<file path="config.mk">
export PLATFORM = sky130hd
export DESIGN_NAME = add_share_sched_flat
export DESIGN_NICKNAME = d
export VERILOG_FILES = /design/src/rtl/add_share_sched_if.sv /design/src/rtl/add_share_sched.sv /design/src/flat_wrapper.sv
export SDC_FILE = /design/constraint.sdc
export NUM_CORES = 1
export LEC_CHECK = 0
export CORE_ASPECT_RATIO = 1.4
export CORE_MARGIN = 5
export CORE_UTILIZATION = 42
export DETAILED_ROUTE_END_ITERATION = 12
export GPL_ROUTABILITY_DRIVEN = 0
export MAX_ROUTING_LAYER = met4
export PLACE_DENSITY = 0.86
export SETUP_SLACK_MARGIN = 0.02
export SLEW_MARGIN = 20
export SYNTH_ARGS = -nofsm -noshare
export SYNTH_HDL_FRONTEND = slang
export SYNTH_SLANG_ARGS = --single-unit
</file>
<file path="constraint.sdc">
create_clock -name clk -period 3.3 [get_ports clk]
set_input_delay 0.66 -clock clk [delete_from_list [all_inputs] [get_ports clk]]
set_output_delay 0.66 -clock clk [all_outputs]
set_load 0.02 [all_outputs]
</file>
<file path="src/rtl/add_share_sched_if.sv">
// add_share_sched_if
//   Bundle of the two requester ports, the response port and status for
//   add_share_sched.
//   slave  : seen by the scheduler (requests in, ready/response out)
//   master : seen by the requesters/consumer (requests out, response in)
//   Requester N: req_validN/req_readyN handshake, operands aN/bN, carry cinN.
//   Response   : resp_valid/resp_ready handshake, resp_id, sum, c_out, ovf.
//   busy       : scheduler is not idle.
interface add_share_sched_if;
  logic        req_valid0, req_valid1;
  logic        req_ready0, req_ready1;
  logic [31:0] a0, b0, a1, b1;
  logic        cin0, cin1;
  logic        resp_valid, resp_ready, resp_id;
  logic [31:0] sum;
  logic        c_out, ovf;
  logic        busy;

  modport slave (
    input  req_valid0, req_valid1, a0, b0, a1, b1, cin0, cin1, resp_ready,
    output req_ready0, req_ready1, resp_valid, resp_id, sum, c_out, ovf, busy
  );

  modport master (
    output req_valid0, req_valid1, a0, b0, a1, b1, cin0, cin1, resp_ready,
    input  req_ready0, req_ready1, resp_valid, resp_id, sum, c_out, ovf, busy
  );
endinterface

</file>
<file path="src/rtl/add_share_sched.sv">
// add_share_sched
//   Two-requester 32-bit adder built around a single 16-bit carry-lookahead
//   core. An accepted request is added in two halves (LO then HI), the
//   result is presented in DONE until the consumer takes it.
//   Parameter RR_EN : 1 = round-robin arbitration, 0 = requester 0 always wins.
//   Ports: clk (rising edge), rst (synchronous, active high),
//          bus (add_share_sched_if.slave) carrying both requesters, the
//          response handshake, sum/c_out/ovf and busy.

// 4-bit lookahead block: local sum plus group generate/propagate for the LCU.
module cla4_blk (
  input  logic [3:0] a,
  input  logic [3:0] b,
  input  logic       cin,
  output logic [3:0] s,
  output logic       gg,
  output logic       pg
);
  logic [3:0] g, p, c;

  assign g = a & b;
  assign p = a ^ b;

  assign c[0] = cin;
  assign c[1] = g[0] | (p[0] & cin);
  assign c[2] = g[1] | (p[1] & g[0]) | (p[1] & p[0] & cin);
  assign c[3] = g[2] | (p[2] & g[1]) | (p[2] & p[1] & g[0]) |
                (p[2] & p[1] & p[0] & cin);

  assign s  = p ^ c;
  assign gg = g[3] | (p[3] & g[2]) | (p[3] & p[2] & g[1]) |
              (p[3] & p[2] & p[1] & g[0]);
  assign pg = &p;
endmodule

// 16-bit adder: four 4-bit blocks with a lookahead carry unit over them.
module CLA_16bit_withLCU (
  input  logic [15:0] a,
  input  logic [15:0] b,
  input  logic        cin,
  output logic [15:0] sum,
  output logic        cout
);
  logic [3:0] gg, pg;
  logic [4:0] cb;

  // Block carries straight from group G/P, no ripple between blocks.
  assign cb[0] = cin;
  assign cb[1] = gg[0] | (pg[0] & cin);
  assign cb[2] = gg[1] | (pg[1] & gg[0]) | (pg[1] & pg[0] & cin);
  assign cb[3] = gg[2] | (pg[2] & gg[1]) | (pg[2] & pg[1] & gg[0]) |
                 (pg[2] & pg[1] & pg[0] & cin);
  assign cb[4] = gg[3] | (pg[3] & gg[2]) | (pg[3] & pg[2] & gg[1]) |
                 (pg[3] & pg[2] & pg[1] & gg[0]) |
                 (pg[3] & pg[2] & pg[1] & pg[0] & cin);
  assign cout  = cb[4];

  for (genvar i = 0; i < 4; i++) begin : g_blk
    cla4_blk u_blk (
      .a   (a[4*i +: 4]),
      .b   (b[4*i +: 4]),
      .cin (cb[i]),
      .s   (sum[4*i +: 4]),
      .gg  (gg[i]),
      .pg  (pg[i])
    );
  end
endmodule

module add_share_sched #(
  parameter bit RR_EN = 1'b1
) (
  input  logic             clk,
  input  logic             rst,
  add_share_sched_if.slave bus
);
  typedef enum logic [1:0] {IDLE, LO, HI, DONE} state_t;

  state_t      state, state_nxt;
  logic        prio;            // requester holding priority
  logic        gnt;             // requester that would be granted now
  logic        rdy0, rdy1, acc;
  logic [31:0] a_r, b_r;
  logic        cin_r, id_r, carry_r;
  logic [31:0] sum_r;
  logic        c_out_r, ovf_r;
  logic [15:0] add_a, add_b, add_s;
  logic        add_cin, add_cout;

  // A lone valid wins outright; a tie goes to the priority holder.
  assign gnt = (bus.req_valid0 & bus.req_valid1) ? prio : bus.req_valid1;

  always_comb begin
    state_nxt = state;
    rdy0      = 1'b0;
    rdy1      = 1'b0;
    case (state)
      IDLE: begin
        if (!rst) begin
          rdy0 = bus.req_valid0 & ~gnt;
          rdy1 = bus.req_valid1 &  gnt;
          if (rdy0 | rdy1) state_nxt = LO;
        end
      end
      LO:      state_nxt = HI;
      HI:      state_nxt = DONE;
      DONE:    if (bus.resp_ready) state_nxt = IDLE;
      default: state_nxt = IDLE;
    endcase
  end

  assign acc = rdy0 | rdy1;

  // One core, two passes: low half with the request carry, high half with
  // the carry registered out of the low pass.
  always_comb begin
    add_a   = a_r[15:0];
    add_b   = b_r[15:0];
    add_cin = cin_r;
    if (state == HI) begin
      add_a   = a_r[31:16];
      add_b   = b_r[31:16];
      add_cin = carry_r;
    end
  end

  CLA_16bit_withLCU u_cla (
    .a    (add_a),
    .b    (add_b),
    .cin  (add_cin),
    .sum  (add_s),
    .cout (add_cout)
  );

  always_ff @(posedge clk) begin
    if (rst) begin
      state   <= IDLE;
      prio    <= 1'b0;
      a_r     <= '0;
      b_r     <= '0;
      cin_r   <= 1'b0;
      id_r    <= 1'b0;
      carry_r <= 1'b0;
      sum_r   <= '0;
      c_out_r <= 1'b0;
      ovf_r   <= 1'b0;
    end else begin
      state <= state_nxt;
      if (acc) begin
        a_r   <= gnt ? bus.a1   : bus.a0;
        b_r   <= gnt ? bus.b1   : bus.b0;
        cin_r <= gnt ? bus.cin1 : bus.cin0;
        id_r  <= gnt;
        if (RR_EN) prio <= ~gnt;
      end
      if (state == LO) begin
        sum_r[15:0] <= add_s;
        carry_r     <= add_cout;
      end
      if (state == HI) begin
        sum_r[31:16] <= add_s;
        c_out_r      <= add_cout;
        ovf_r        <= (a_r[31] == b_r[31]) && (add_s[15] != a_r[31]);
      end
    end
  end

  assign bus.req_ready0 = rdy0;
  assign bus.req_ready1 = rdy1;
  assign bus.resp_valid = (state == DONE);
  assign bus.resp_id    = id_r;
  assign bus.sum        = sum_r;
  assign bus.c_out      = c_out_r;
  assign bus.ovf        = ovf_r;
  assign bus.busy       = (state != IDLE);
endmodule

</file>
<file path="src/flat_wrapper.sv">
// flat-port wrapper written by rule: the top's interface ports become plain ports
module add_share_sched_flat 
#(
  parameter bit RR_EN = 1'b1
)
  (clk, rst, bus_req_valid0, bus_req_valid1, bus_a0, bus_b0, bus_a1, bus_b1, bus_cin0, bus_cin1, bus_resp_ready, bus_req_ready0, bus_req_ready1, bus_resp_valid, bus_resp_id, bus_sum, bus_c_out, bus_ovf, bus_busy);
  add_share_sched_if bus_i ();
  input  logic clk;
  input  logic rst;
  input wire logic [$bits(bus_i.req_valid0)-1:0] bus_req_valid0;
  input wire logic [$bits(bus_i.req_valid1)-1:0] bus_req_valid1;
  input wire logic [$bits(bus_i.a0)-1:0] bus_a0;
  input wire logic [$bits(bus_i.b0)-1:0] bus_b0;
  input wire logic [$bits(bus_i.a1)-1:0] bus_a1;
  input wire logic [$bits(bus_i.b1)-1:0] bus_b1;
  input wire logic [$bits(bus_i.cin0)-1:0] bus_cin0;
  input wire logic [$bits(bus_i.cin1)-1:0] bus_cin1;
  input wire logic [$bits(bus_i.resp_ready)-1:0] bus_resp_ready;
  output wire logic [$bits(bus_i.req_ready0)-1:0] bus_req_ready0;
  output wire logic [$bits(bus_i.req_ready1)-1:0] bus_req_ready1;
  output wire logic [$bits(bus_i.resp_valid)-1:0] bus_resp_valid;
  output wire logic [$bits(bus_i.resp_id)-1:0] bus_resp_id;
  output wire logic [$bits(bus_i.sum)-1:0] bus_sum;
  output wire logic [$bits(bus_i.c_out)-1:0] bus_c_out;
  output wire logic [$bits(bus_i.ovf)-1:0] bus_ovf;
  output wire logic [$bits(bus_i.busy)-1:0] bus_busy;
  assign bus_i.req_valid0 = bus_req_valid0;
  assign bus_i.req_valid1 = bus_req_valid1;
  assign bus_i.a0 = bus_a0;
  assign bus_i.b0 = bus_b0;
  assign bus_i.a1 = bus_a1;
  assign bus_i.b1 = bus_b1;
  assign bus_i.cin0 = bus_cin0;
  assign bus_i.cin1 = bus_cin1;
  assign bus_i.resp_ready = bus_resp_ready;
  assign bus_req_ready0 = bus_i.req_ready0;
  assign bus_req_ready1 = bus_i.req_ready1;
  assign bus_resp_valid = bus_i.resp_valid;
  assign bus_resp_id = bus_i.resp_id;
  assign bus_sum = bus_i.sum;
  assign bus_c_out = bus_i.c_out;
  assign bus_ovf = bus_i.ovf;
  assign bus_busy = bus_i.busy;
  add_share_sched #(.RR_EN(RR_EN)) u_core (.clk(clk), .rst(rst), .bus(bus_i));
endmodule
</file>
After elaboration in Yosys (flattened, before gate mapping)
Cells that the tools add are included.
{"block": "word_totals", "out_inout_bits": 39, "reg_bits": 104, "input_bits": 135}
{"block": "classes", "mux": 14, "bitwise": 136, "reduce_logical": 8, "eq_ne": 7}
{"operator": "1-bit bitwise AND", "n": 75}
{"operator": "32-bit 2-to-1 mux", "n": 2}
{"operator": "1-bit OR", "n": 48}
{"operator": "16-bit 2-to-1 mux", "n": 2}
{"operator": "4-bit XOR", "n": 8}
{"operator": "4-bit bitwise AND", "n": 4}
{"operator": "4-bit AND reduction", "n": 4}
{"operator": "2-bit one-hot mux with 4 select lines", "n": 1}
{"operator": "1-bit 2-to-1 mux", "n": 7}
{"operator": "2-bit equality test, second input constant", "n": 2}
{"operator": "2-bit 2-to-1 mux", "n": 2}
{"operator": "2-bit by 1-bit equality test with 1-bit output, second input constant", "n": 1}
{"operator": "2-bit zero test", "n": 1}
{"operator": "2-bit by 1-bit != test with 1-bit output, second input constant", "n": 1}
{"operator": "2-bit != test, second input constant", "n": 1}
{"operator": "2-bit AND reduction", "n": 1}
{"operator": "2-bit nonzero test", "n": 1}
{"operator": "1-bit equality test", "n": 1}
{"operator": "1-bit logical AND", "n": 1}
{"operator": "1-bit != test", "n": 1}
{"operator": "1-bit NOT", "n": 1}

Logic depth before layout (Yosys ltp)
Gate-level depths: netlist of the first run.
{"block": "logic_depth", "depth_word": 16, "ltp_mapped": 14, "depth_no_buf": 12}

Cells and area by module
From an unflattened synthesis of the first run, not the netlist that was laid out.
{"block": "unflattened", "cells_unflattened": 664, "hier_area_um2": 6200.9}
{"mod": "add_share_sched", "seq_area_each_um2": 2082.0, "cells_per_inst": 571, "area_per_inst_um2": 5431.5, "n_inst": 1}
{"mod": "cla4_blk", "seq_area_each_um2": 0.0, "cells_per_inst": 22, "area_per_inst_um2": 182.7, "n_inst": 4}
{"mod": "CLA_16bit_withLCU", "seq_area_each_um2": 0.0, "cells_per_inst": 5, "area_per_inst_um2": 38.8, "n_inst": 1}

Worst setup path before layout of the first run
No wires, ideal clock.
{"block": "synth_timing", "kind": "register to register", "from": "register u_core.state[0]", "to": "register u_core.sum_r[29], in the netlist u_core.bus.sum[29]", "n_path_buf": 2, "period_less_slack_ns": 3.418, "arrival_time_ns": 3.291, "stages_incl_launch_ff": 15, "path_slack_ns": -0.118, "cell_sequence": "dfxtp_1 -> inv_1 -> ha_1 -> buf_4 -> clkbuf_1 -> mux2_2 -> ha_1 -> nand3_1 -> or4b_4 -> a211oi_1 -> nor3_1 -> fa_1 -> xnor2_1 -> mux2i_1 -> nor2_1"}
{"block": "synth_between", "elab_chain_len": 14, "word_cells_on_any_way": 50}
{"item": "start, declared", "line_no": "add_share_sched.sv:79", "rtl": "state_t state, state_nxt;"}
{"item": "start signal, assigned", "line_no": "add_share_sched.sv:148", "rtl": "state <= state_nxt;"}
{"item": "2-bit equality test (*)", "line_no": "add_share_sched.sv:120, add_share_sched.sv:160"}
{"item": "16-bit 2-to-1 mux", "line_no": "add_share_sched.sv:120", "rtl": "if (state == HI) begin"}
{"item": "4-bit XOR / 4-bit bitwise AND (equally long branches)", "line_no": "add_share_sched.sv:22, add_share_sched.sv:21"}
{"item": "1-bit bitwise AND, on equally long branches", "line_no": "add_share_sched.sv:31, add_share_sched.sv:32"}
{"item": "1-bit OR, or another cell as far along", "line_no": "add_share_sched.sv:31", "rtl": "assign gg = g[3] | (p[3] & g[2]) | (p[3] & p[2] & g[1]) |"}
{"item": "1-bit OR / 1-bit bitwise AND (equally long branches)", "line_no": "add_share_sched.sv:31, add_share_sched.sv:32"}
{"item": "1-bit OR", "line_no": "add_share_sched.sv:31"}
{"item": "1-bit bitwise AND", "line_no": "add_share_sched.sv:51", "rtl": "assign cb[3] = gg[2] | (pg[2] & gg[1]) | (pg[2] & pg[1] & gg[0]) |"}
{"item": "1-bit OR (3 in series)", "line_no": "add_share_sched.sv:51"}
{"item": "1-bit bitwise AND", "line_no": "add_share_sched.sv:25", "rtl": "assign c[1] = g[0] | (p[0] & cin);"}
{"item": "1-bit OR", "line_no": "add_share_sched.sv:25"}
{"item": "4-bit XOR", "line_no": "add_share_sched.sv:30", "rtl": "assign s = p ^ c;"}
{"item": "end signal, assigned", "line_no": "add_share_sched.sv:161", "rtl": "sum_r[31:16] <= add_s;"}
{"item": "end, declared", "line_no": "add_share_sched.sv:85", "rtl": "logic [31:0] sum_r;"}
Mark *: on every way between the ends. The rest lies on a longest branch, timed or not.
A chain may end at the register's enable or synchronous reset.

Worst setup path in the final report of the first run
{"block": "layout_timing", "from": "register u_core.state[1]", "to": "register u_core.sum_r[29], in the netlist u_core.bus.sum[29]"}
Same word-level chain as after synthesis.

==> results.txt, run 1 <==
----------------------------------------------------
[Outcome]
  Status ... complete, no violations

[Global route]
  Number of antenna violations at the first check in global routing ... 0
  First-pass GRT wire length ... 24.6 mm
  Maximum number of pins on one net before global-route repair ... 63
  Total Routing Usage GR ... 0.209
  Leftover overflow at the end of global routing ... 0
  Number of global-route vias before repair ... 5,096

[Routing]
  DRC Markers ... 0
  ANT nets after route ... 0
  Average wire per cell in the routed design ... 18.0 um
  Violation count after the first detailed-routing iteration ... 289
  Number of detailed-route iterations in the first pass ... 5
  Number of vias per cell after detailed routing ... 5.57
  Vias ... 5,007
  Total Wirelength ... 16.2 mm

[Logic synthesis]
  Leading register cell type out of synthesis ... sky130_fd_sc_hd__dfxtp_1
  Post-synthesis net count ... 734
  Cell types occupying the most area after synthesis ... sky130_fd_sc_hd__dfxtp_1 39%, sky130_fd_sc_hd__mux2i_1 15%, sky130_fd_sc_hd__a211oi_1 10%
  Most area-hungry cell type in the Yosys netlist ... sky130_fd_sc_hd__dfxtp_1
  Seq/Total Area, Yosys ... 0.387
  Count of yosys warnings during synthesis ... 0
  Synth Area per Inst ... 9.35 sq um
  Share of Yosys cell area claimed by the top area cell type ... 0.387
  Number of synthesized flops with an enable pin ... 0
  Synth Cell Area ... 0.00537 sq mm
  Distinct cell type count after synthesis ... 39
  Total of flip-flops plus latches after synthesis ... 104
  Asr flop ratio synth ... 0
  Post-Syn Instances ... 575

[CTS]
  Level count of the clock H-tree ... 3
  Deepest clock path buffer count ... 2
  Cts-stage hold buffer count ... 0
  Clock sink count ... 104
  CTS tree ... done
  CTS Buf Count ... 9
  CTS clock-pin slew for the worst setup and hold paths ... 0.07 ns
  Clock insertion delay at the later pin of the skew report ... 0.35 ns
  CTS Root Cell ... sky130_fd_sc_hd__clkbuf_16

[Pwr]
  Peak ir drop on the vdd network ... 0.000381 V
  Power density cells ... 750 mW/mm^2
  Leak Pwr ... 3.16 nW

[Cells and area]
  # diodes ... 0
  Nets@finish ... 900
  Number of filler instances in the final layout ... 970
  Multi-input combinational cell area ... 0.00322 sq mm
  Area of all placed cells without fillers ... 0.00784 sq mm
  Combined flip-flop and latch cell area ... 0.00208 sq mm
  Layout overhead on the synthesized area ... 45.8%
  Proportion of layout cells with a drive suffix above 1 ... 0.129

[Setup path]
  Kind of start point of the critical path ... flip-flop
  Crit Path Max Fanout ... 47
  Critical Path AT ... 3.43 ns
  Data required time of the worst path ... 3.52 ns
  Capturing element type of the critical path ... flip-flop
  Worst reg-to-reg setup slack ... 0.09 ns
  Crit Path Category ... flip-flop to flip-flop

[Floorplan]
  # rows ... 49
  CORE AREA ... 0.0127 sq mm
  I/O pin count ... 174
  Width of the chip ... 106 um
  Area enclosed by the die boundary ... 0.0152 sq mm
  Effective utilization at floorplan ... 0.423
  Chip height ... 144 um

[Place]
  Buffers added on ports ... 173
  Placed Area ... 0.00734 sq mm
  Detail Placement HPWL ... 12.5 mm

[STA]
  Final-report hold violation count ... 0
  # setup viols final ... 0
  Hold slack final ... 0.480 ns
  Highest clock frequency the design can meet ... 311 MHz
  Final Cycle Share ... 0.973
  Slew Limit Fails ... 0
  Worst clock skew ... 0.00485 ns
  Slew headroom ... 0.330
  Shortest clock period the worst path allows after layout ... 3.21 ns
  Setup repair after global routing missed its margin ... yes
  Slew at the pin closest to its max-slew limit ... 1.00 ns

[Run]
  Max-cap check violation count ... 0

[Hold path]
  Hold Path Class ... flip-flop to flip-flop

----------------------------------------------------
## cells in the mapped netlist (2+ instances only)
cell type                  number
sky130_fd_sc_hd__a211oi_1      75
sky130_fd_sc_hd__nand2_1        9
sky130_fd_sc_hd__nor3_1         4
sky130_fd_sc_hd__o21bai_1       3
sky130_fd_sc_hd__xnor2_1        6
sky130_fd_sc_hd__nor2b_1        3
sky130_fd_sc_hd__and3_1         2
sky130_fd_sc_hd__a222oi_1       4
sky130_fd_sc_hd__dfxtp_1      104
sky130_fd_sc_hd__o22ai_1        7
sky130_fd_sc_hd__a31oi_1        2
sky130_fd_sc_hd__ha_1          20
sky130_fd_sc_hd__buf_1          3
sky130_fd_sc_hd__nand2b_1       7
sky130_fd_sc_hd__or4b_1         2
sky130_fd_sc_hd__nor2_1       107
sky130_fd_sc_hd__a21oi_1       11
sky130_fd_sc_hd__nand3_1        4
sky130_fd_sc_hd__nand4_1        5
sky130_fd_sc_hd__mux2_2        30
sky130_fd_sc_hd__o21ai_0        7
sky130_fd_sc_hd__clkbuf_1      39
sky130_fd_sc_hd__xor2_1         3
sky130_fd_sc_hd__mux2i_1       80
sky130_fd_sc_hd__o311ai_0       2
sky130_fd_sc_hd__a21o_1         2
sky130_fd_sc_hd__fa_1           4
sky130_fd_sc_hd__inv_1         19
## metal layers
layer,track usage,up-vias,wire length [um]
li1,-,2411,-
met1,0.213,2341,5840
met2,0.388,208,8830
met3,0.0373,47,947
met4,0.0941,0,558
met5,-,-,0
## layout make-up
cell class,count,share of cell area
sequential,104,0.266
multi-input combinational,409,0.411
timing repair buffer,198,0.252
inverter,19,0.00910
clock buffer,11,0.0297
clock inverter,5,0.00734
tap,153,0.0244
## stage by stage
step                      power [mW]  cells  TNS [ns]  utilization  setup WS, ns
after floorplan                 3.57    575         0            -        0.0260
after global placement          4.50    878         0        0.578        0.0142
after detailed placement        4.63    878    -0.690        0.578        -0.132
after CTS                       5.71    898         0        0.605        0.0218
after global routing            6.20    899   -0.0147        0.618       -0.0147
final                           5.88    899         0        0.618        0.0879
## worst max-delay path, cell delays in order, from the launching register on
cell and delay [ns]:
sky130_fd_sc_hd__dfxtp_1 0.38, sky130_fd_sc_hd__ha_4 0.17, sky130_fd_sc_hd__buf_12 0.13, sky130_fd_sc_hd__buf_16 0.22, sky130_fd_sc_hd__mux2_2 0.37, sky130_fd_sc_hd__ha_2 0.42, sky130_fd_sc_hd__nand4_1 0.28, sky130_fd_sc_hd__a211oi_4 0.30
sky130_fd_sc_hd__nor3_2 0.07, sky130_fd_sc_hd__fa_2 0.35, sky130_fd_sc_hd__xnor2_1 0.15, sky130_fd_sc_hd__mux2i_1 0.16, sky130_fd_sc_hd__nor2_1 0.05
## path summary, 6_finish.rpt
path / to / depth (start not counted) / from
min: u_core.bus.sum[0] / 2 / u_core.bus.sum[0]
max reg2reg: u_core.bus.sum[29] / 12 / u_core.state[1]
max: u_core.bus.sum[29] / 12 / u_core.state[1]
min reg2reg: u_core.bus.sum[0] / 2 / u_core.bus.sum[0]
## cell families (layout without fill, tap and decap cells)
family                   Yosys count  in the layout  share of synthesized area
buffers and inverters             62            233                     0.0440
AO/OA/AOI/OAI                    120            120                      0.162
flip-flops                       104            104                      0.387
AND/OR/NAND/NOR                  146            146                      0.118
adder cells (fa/ha/maj)           24             24                     0.0615
multiplexers                     110            110                      0.212
XOR/XNOR                           9              9                     0.0147
## placed cells by master, fill, tap and decap left out, types with 3 or more instances in the layout
| cell type | synthesis | final |
|---|---|---|
| sky130_fd_sc_hd__dfxtp_1 | 104 | 104 |
| sky130_fd_sc_hd__ha_4 | 0 | 5 |
| sky130_fd_sc_hd__nor2b_1 | 3 | 3 |
| sky130_fd_sc_hd__nand2_1 | 9 | 8 |
| sky130_fd_sc_hd__buf_12 | 0 | 3 |
| sky130_fd_sc_hd__inv_1 | 19 | 18 |
| sky130_fd_sc_hd__clkdlybuf4s50_1 | 0 | 172 |
| sky130_fd_sc_hd__xor2_1 | 3 | 3 |
| sky130_fd_sc_hd__buf_4 | 1 | 21 |
| sky130_fd_sc_hd__nand4_1 | 5 | 5 |
| sky130_fd_sc_hd__nor3_1 | 4 | 3 |
| sky130_fd_sc_hd__nand3_1 | 4 | 4 |
| sky130_fd_sc_hd__ha_1 | 20 | 13 |
| sky130_fd_sc_hd__a222oi_1 | 4 | 4 |
| sky130_fd_sc_hd__o21bai_1 | 3 | 3 |
| sky130_fd_sc_hd__mux2_2 | 30 | 28 |
| sky130_fd_sc_hd__xnor2_1 | 6 | 5 |
| sky130_fd_sc_hd__clkinvlp_4 | 0 | 3 |
| sky130_fd_sc_hd__nand2b_1 | 7 | 7 |
| sky130_fd_sc_hd__a21oi_1 | 11 | 10 |
| sky130_fd_sc_hd__mux2i_1 | 80 | 79 |
| sky130_fd_sc_hd__nor2_1 | 107 | 106 |
| sky130_fd_sc_hd__o21ai_0 | 7 | 5 |
| sky130_fd_sc_hd__o22ai_1 | 7 | 7 |
| sky130_fd_sc_hd__a211oi_1 | 75 | 74 |
| sky130_fd_sc_hd__clkbuf_16 | 0 | 9 |
## timing repair
| item | in CTS | in global routing |
|---|---|---|
| gates resized for setup | 2 | 27 |
| endpoints found under the hold margin | 0 | 0 |
| setup endpoints to repair | 15 | 19 |
| gates cloned | 0 | 0 |
| pin swaps | 1 | 5 |
| buffers inserted | 4 | 1 |
## power breakdown
group | internal [mW] | switching [mW]
clock | 0.587 | 0.452
sequential | 1.60 | 0.225
combinational | 1.43 | 1.59
total | 3.61 | 2.27
## flip-flops by register name, summed over array words and instances (netlist names)
register and count:
u_core.a_r 32, u_core.prio 1, u_core.bus.ovf 1, u_core.cin_r 1
u_core.bus.resp_id 1, u_core.state 2, u_core.carry_r 1, u_core.bus.c_out 1
u_core.bus.sum 32, u_core.b_r 32
No activity file was read; power rests on OpenSTA's default activity.
==> run 2, diff against run 1 <==
--- a/config.mk
+++ b/config.mk
@@ -11,7 +11,7 @@
 export DETAILED_ROUTE_END_ITERATION = 12
 export GPL_ROUTABILITY_DRIVEN = 0
 export MAX_ROUTING_LAYER = met4
-export PLACE_DENSITY = 0.86
+export PLACE_DENSITY = 0.87
 export SETUP_SLACK_MARGIN = 0.02
 export SLEW_MARGIN = 20
 export SYNTH_ARGS = -nofsm -noshare
==> constraint.sdc (replaced) <==
create_clock -name clk -period 3.3 [get_ports clk]
set_input_delay 0.66 -clock clk [delete_from_list [all_inputs] [get_ports clk]]
set_output_delay 0.66 -clock clk [all_outputs]
set_load 0.005 [all_outputs]
==> run 2 against run 1 <==
Global-route usage down 0.88 points. Maximum frequency up 0.13%. Sequential share of layout area up 0.088 points. Hold slack worse by 0.0013 ns. Clock skew up 0.0014 ns. Sequential cell count unchanged. Utilization down 0.17 points. Register-to-register slack about the same. Critical path type unchanged. Critical endpoint is now u_core.carry_r. Highest routed layer unchanged.
==> results.txt, run 2 (synthesis results as in run 1) <==
----------------------------------------------------
[Pwr]
  Design internal power ... 3.60 mW (was 3.61 mW)
  Switching power total ... 2.09 mW (was 2.27 mW)
  Leak Pwr ... 3.20 nW (was 3.16 nW)
  Logic pwr share ... 0.493 (was 0.513)
  Switching part of the total ... 0.368 (was 0.385)
  Total power ... 5.69 mW (was 5.88 mW)
  Peak ir drop on the vdd network ... 0.000319 V (was 0.000381 V)
  Power density cells ... 728 mW/mm^2 (was 750 mW/mm^2)
  Part of the total power dissipated in the clock network ... 0.188 (was 0.177)
  Fraction of power consumed by sequential logic ... 0.319 (was 0.310)

[Place]
  Buffers added on ports ... 173 (unchanged)
  Detail Placement HPWL ... 11.9 mm (was 12.5 mm)

[Setup path]
  Launch point of the worst reg-to-reg path ... u_core.state[0] (was u_core.state[1])
  Capturing element type of the critical path ... flip-flop (unchanged)
  Source of the critical timing path ... u_core.state[0] (was u_core.state[1])
  Data required time of the worst path ... 3.52 ns (about the same)
  Max incr delay on CP ... 0.38 ns (was 0.42 ns)
  Master of the slowest instance on the critical path ... sky130_fd_sc_hd__mux2_2 (was sky130_fd_sc_hd__ha_2)
  Cell type group with the largest total delay on the critical path ... compound AO/OA/AOI/OAI gates (was adder cells)
  Kind of start point of the critical path ... flip-flop (unchanged)
  Crit Path Max Fanout ... 15 (was 47)
  CP cell instances ... inv_2, ha_4, buf_8, buf_4, mux2_2, ha_1, a21oi_1, o21ai_0, a32oi_1, nand3_1, a31oi_2, a211oi_1 (was ha_4, buf_12, buf_16, mux2_2, ha_2, nand4_1, a211oi_4, nor3_2, fa_2, xnor2_1, mux2i_1, nor2_1)
  Crit Path Category ... flip-flop to flip-flop (unchanged)
  Critical Path AT ... 3.42 ns (was 3.43 ns)
  Total buffers and inverters traversed by the critical path ... 3 (was 2)

[Routing]
  Number of detailed-route iterations in the first pass ... 8 (was 5)
  Violation count after the first detailed-routing iteration ... 266 (was 289)
  Vias ... 4,858 (was 5,007)
  Total Wirelength ... 15.6 mm (was 16.2 mm)
  Average wire per cell in the routed design ... 17.2 um (was 18.0 um)
  ANT nets after route ... 0 (unchanged)
  Number of vias per cell after detailed routing ... 5.38 (was 5.57)
  DRC Markers ... 0 (unchanged)

[Floorplan]
  # rows ... 49 (unchanged)
  I/O pin count ... 174 (unchanged)
  Area enclosed by the die boundary ... 0.0152 sq mm (unchanged)
  Effective utilization at floorplan ... 0.423 (unchanged)
  Chip height ... 144 um (unchanged)
  Width of the chip ... 106 um (unchanged)
  CORE AREA ... 0.0127 sq mm (unchanged)

[STA]
  Slew headroom ... 0.616 (was 0.330)
  Worst clock skew ... 0.00627 ns (was 0.00485 ns)
  Slew at the pin closest to its max-slew limit ... 0.575 ns (was 1.00 ns)
  Setup repair after global routing missed its margin ... yes (unchanged)
  Aggregate negative setup slack ... 0 ns (unchanged)
  Highest clock frequency the design can meet ... 312 MHz (was 311 MHz)
  Slew Limit Fails ... 0 (unchanged)
  # setup viols final ... 0 (unchanged)
  Shortest clock period the worst path allows after layout ... 3.21 ns (about the same)
  Final Cycle Share ... 0.972 (was 0.973)
  Final-report hold violation count ... 0 (unchanged)

[Hold path]
  Hold Path Class ... flip-flop to flip-flop (unchanged)
  Hold wc startpoint ... u_core.bus.sum[0] (unchanged)

[CTS]
  Deepest clock path buffer count ... 2 (unchanged)
  CTS tree ... done (unchanged)
  CTS clock-pin slew for the worst setup and hold paths ... 0.07 ns (about the same)
  CTS Buf Count ... 9 (unchanged)
  CTS Root Cell ... sky130_fd_sc_hd__clkbuf_16 (unchanged)
  Level count of the clock H-tree ... 3 (unchanged)
  Clock insertion delay at the later pin of the skew report ... 0.35 ns (about the same)
  Clock sink count ... 104 (unchanged)

[Cells and area]
  Proportion of layout cells with a drive suffix above 1 ... 0.128 (was 0.129)
  Layout overhead on the synthesized area ... 45.4% (was 45.8%)
  Nets@finish ... 904 (was 900)
  Commonest non-fill, non-tap cell in the layout ... sky130_fd_sc_hd__clkdlybuf4s50_1 (unchanged)
  # diodes ... 0 (unchanged)
  Top library cells by usage in the layout, fill and taps aside ... 172 x sky130_fd_sc_hd__clkdlybuf4s50_1, 106 x sky130_fd_sc_hd__nor2_1, 103 x sky130_fd_sc_hd__dfxtp_1, 79 x sky130_fd_sc_hd__mux2i_1, 74 x sky130_fd_sc_hd__a211oi_1 (was 172 x sky130_fd_sc_hd__clkdlybuf4s50_1, 106 x sky130_fd_sc_hd__nor2_1, 104 x sky130_fd_sc_hd__dfxtp_1, 79 x sky130_fd_sc_hd__mux2i_1, 74 x sky130_fd_sc_hd__a211oi_1)

[Global route]
  First-pass GRT wire length ... 23.5 mm (was 24.6 mm)
  Number of global-route vias before repair ... 4,862 (was 5,096)
  Leftover overflow at the end of global routing ... 0 (unchanged)
  Maximum number of pins on one net before global-route repair ... 63 (unchanged)
  Number of antenna violations at the first check in global routing ... 0 (unchanged)
  Total Routing Usage GR ... 0.200 (was 0.209)

[Outcome]
  Status ... complete, no violations (unchanged)

[Run]
  Max-cap check violation count ... 0 (unchanged)

----------------------------------------------------
-- run 2: metrics by stage --
step	setup WS (ns)	std cells	instance area, sq um	hold slack, ns	utilization
floorplan	0.0260	575	5380	0.429	-
global placement	0.0444	883	7390	0.464	0.582
detailed placement	-0.0995	883	7390	0.473	0.582
CTS	0.0731	902	7740	0.482	0.610
global route	-0.0110	903	7820	0.500	0.616
finish	0.0922	903	7820	0.479	0.616
-- run 2: power by group through the flow --
stage	clock, mW	combinational, mW	sequential (mW)
final	1.07	2.80	1.82
after global routing	1.14	3.04	1.85
after CTS	1.08	2.72	1.81
after detailed placement	0	2.65	1.83
after global placement	0	2.57	1.82
after floorplan	0	1.64	1.77
-- run 2: routing by layer --
metal	wire length (um)	global-route usage
met2	8300	0.366
met5	0	-
met4	527	0.0907
met3	696	0.0364
met1	6030	0.208
-- run 2: path summary, 6_finish.rpt --
check / endpoint / depth (start not counted) / slack (ns)
max: u_core.carry_r / 12 / 0.09
max reg2reg: u_core.carry_r / 12 / 0.09
min: u_core.bus.sum[0] / 2 / 0.48
min reg2reg: u_core.bus.sum[0] / 2 / 0.48
-- run 2: worst min-delay path: stages, from the launching register on --
cell and delay, ns:
sky130_fd_sc_hd__dfxtp_1 0.31, sky130_fd_sc_hd__nor2_1 0.08, sky130_fd_sc_hd__a211oi_1 0.04
-- run 2: layout make-up --
type,count,area (sq um)
tap,153,191
timing repair buffer,202,2020
fill,1010,4870
clock buffer,9,225
inverter,19,71.3
clock inverter,7,70.1
sequential,104,2080
multi-input combinational,409,3150
-- run 2: what timing repair did --
action,CTS,global route
setup buffers,3,1
pin swaps,1,3
resized for setup,3,19
setup endpoints to repair,14,17
hold buffers,0,0
cloned,0,0
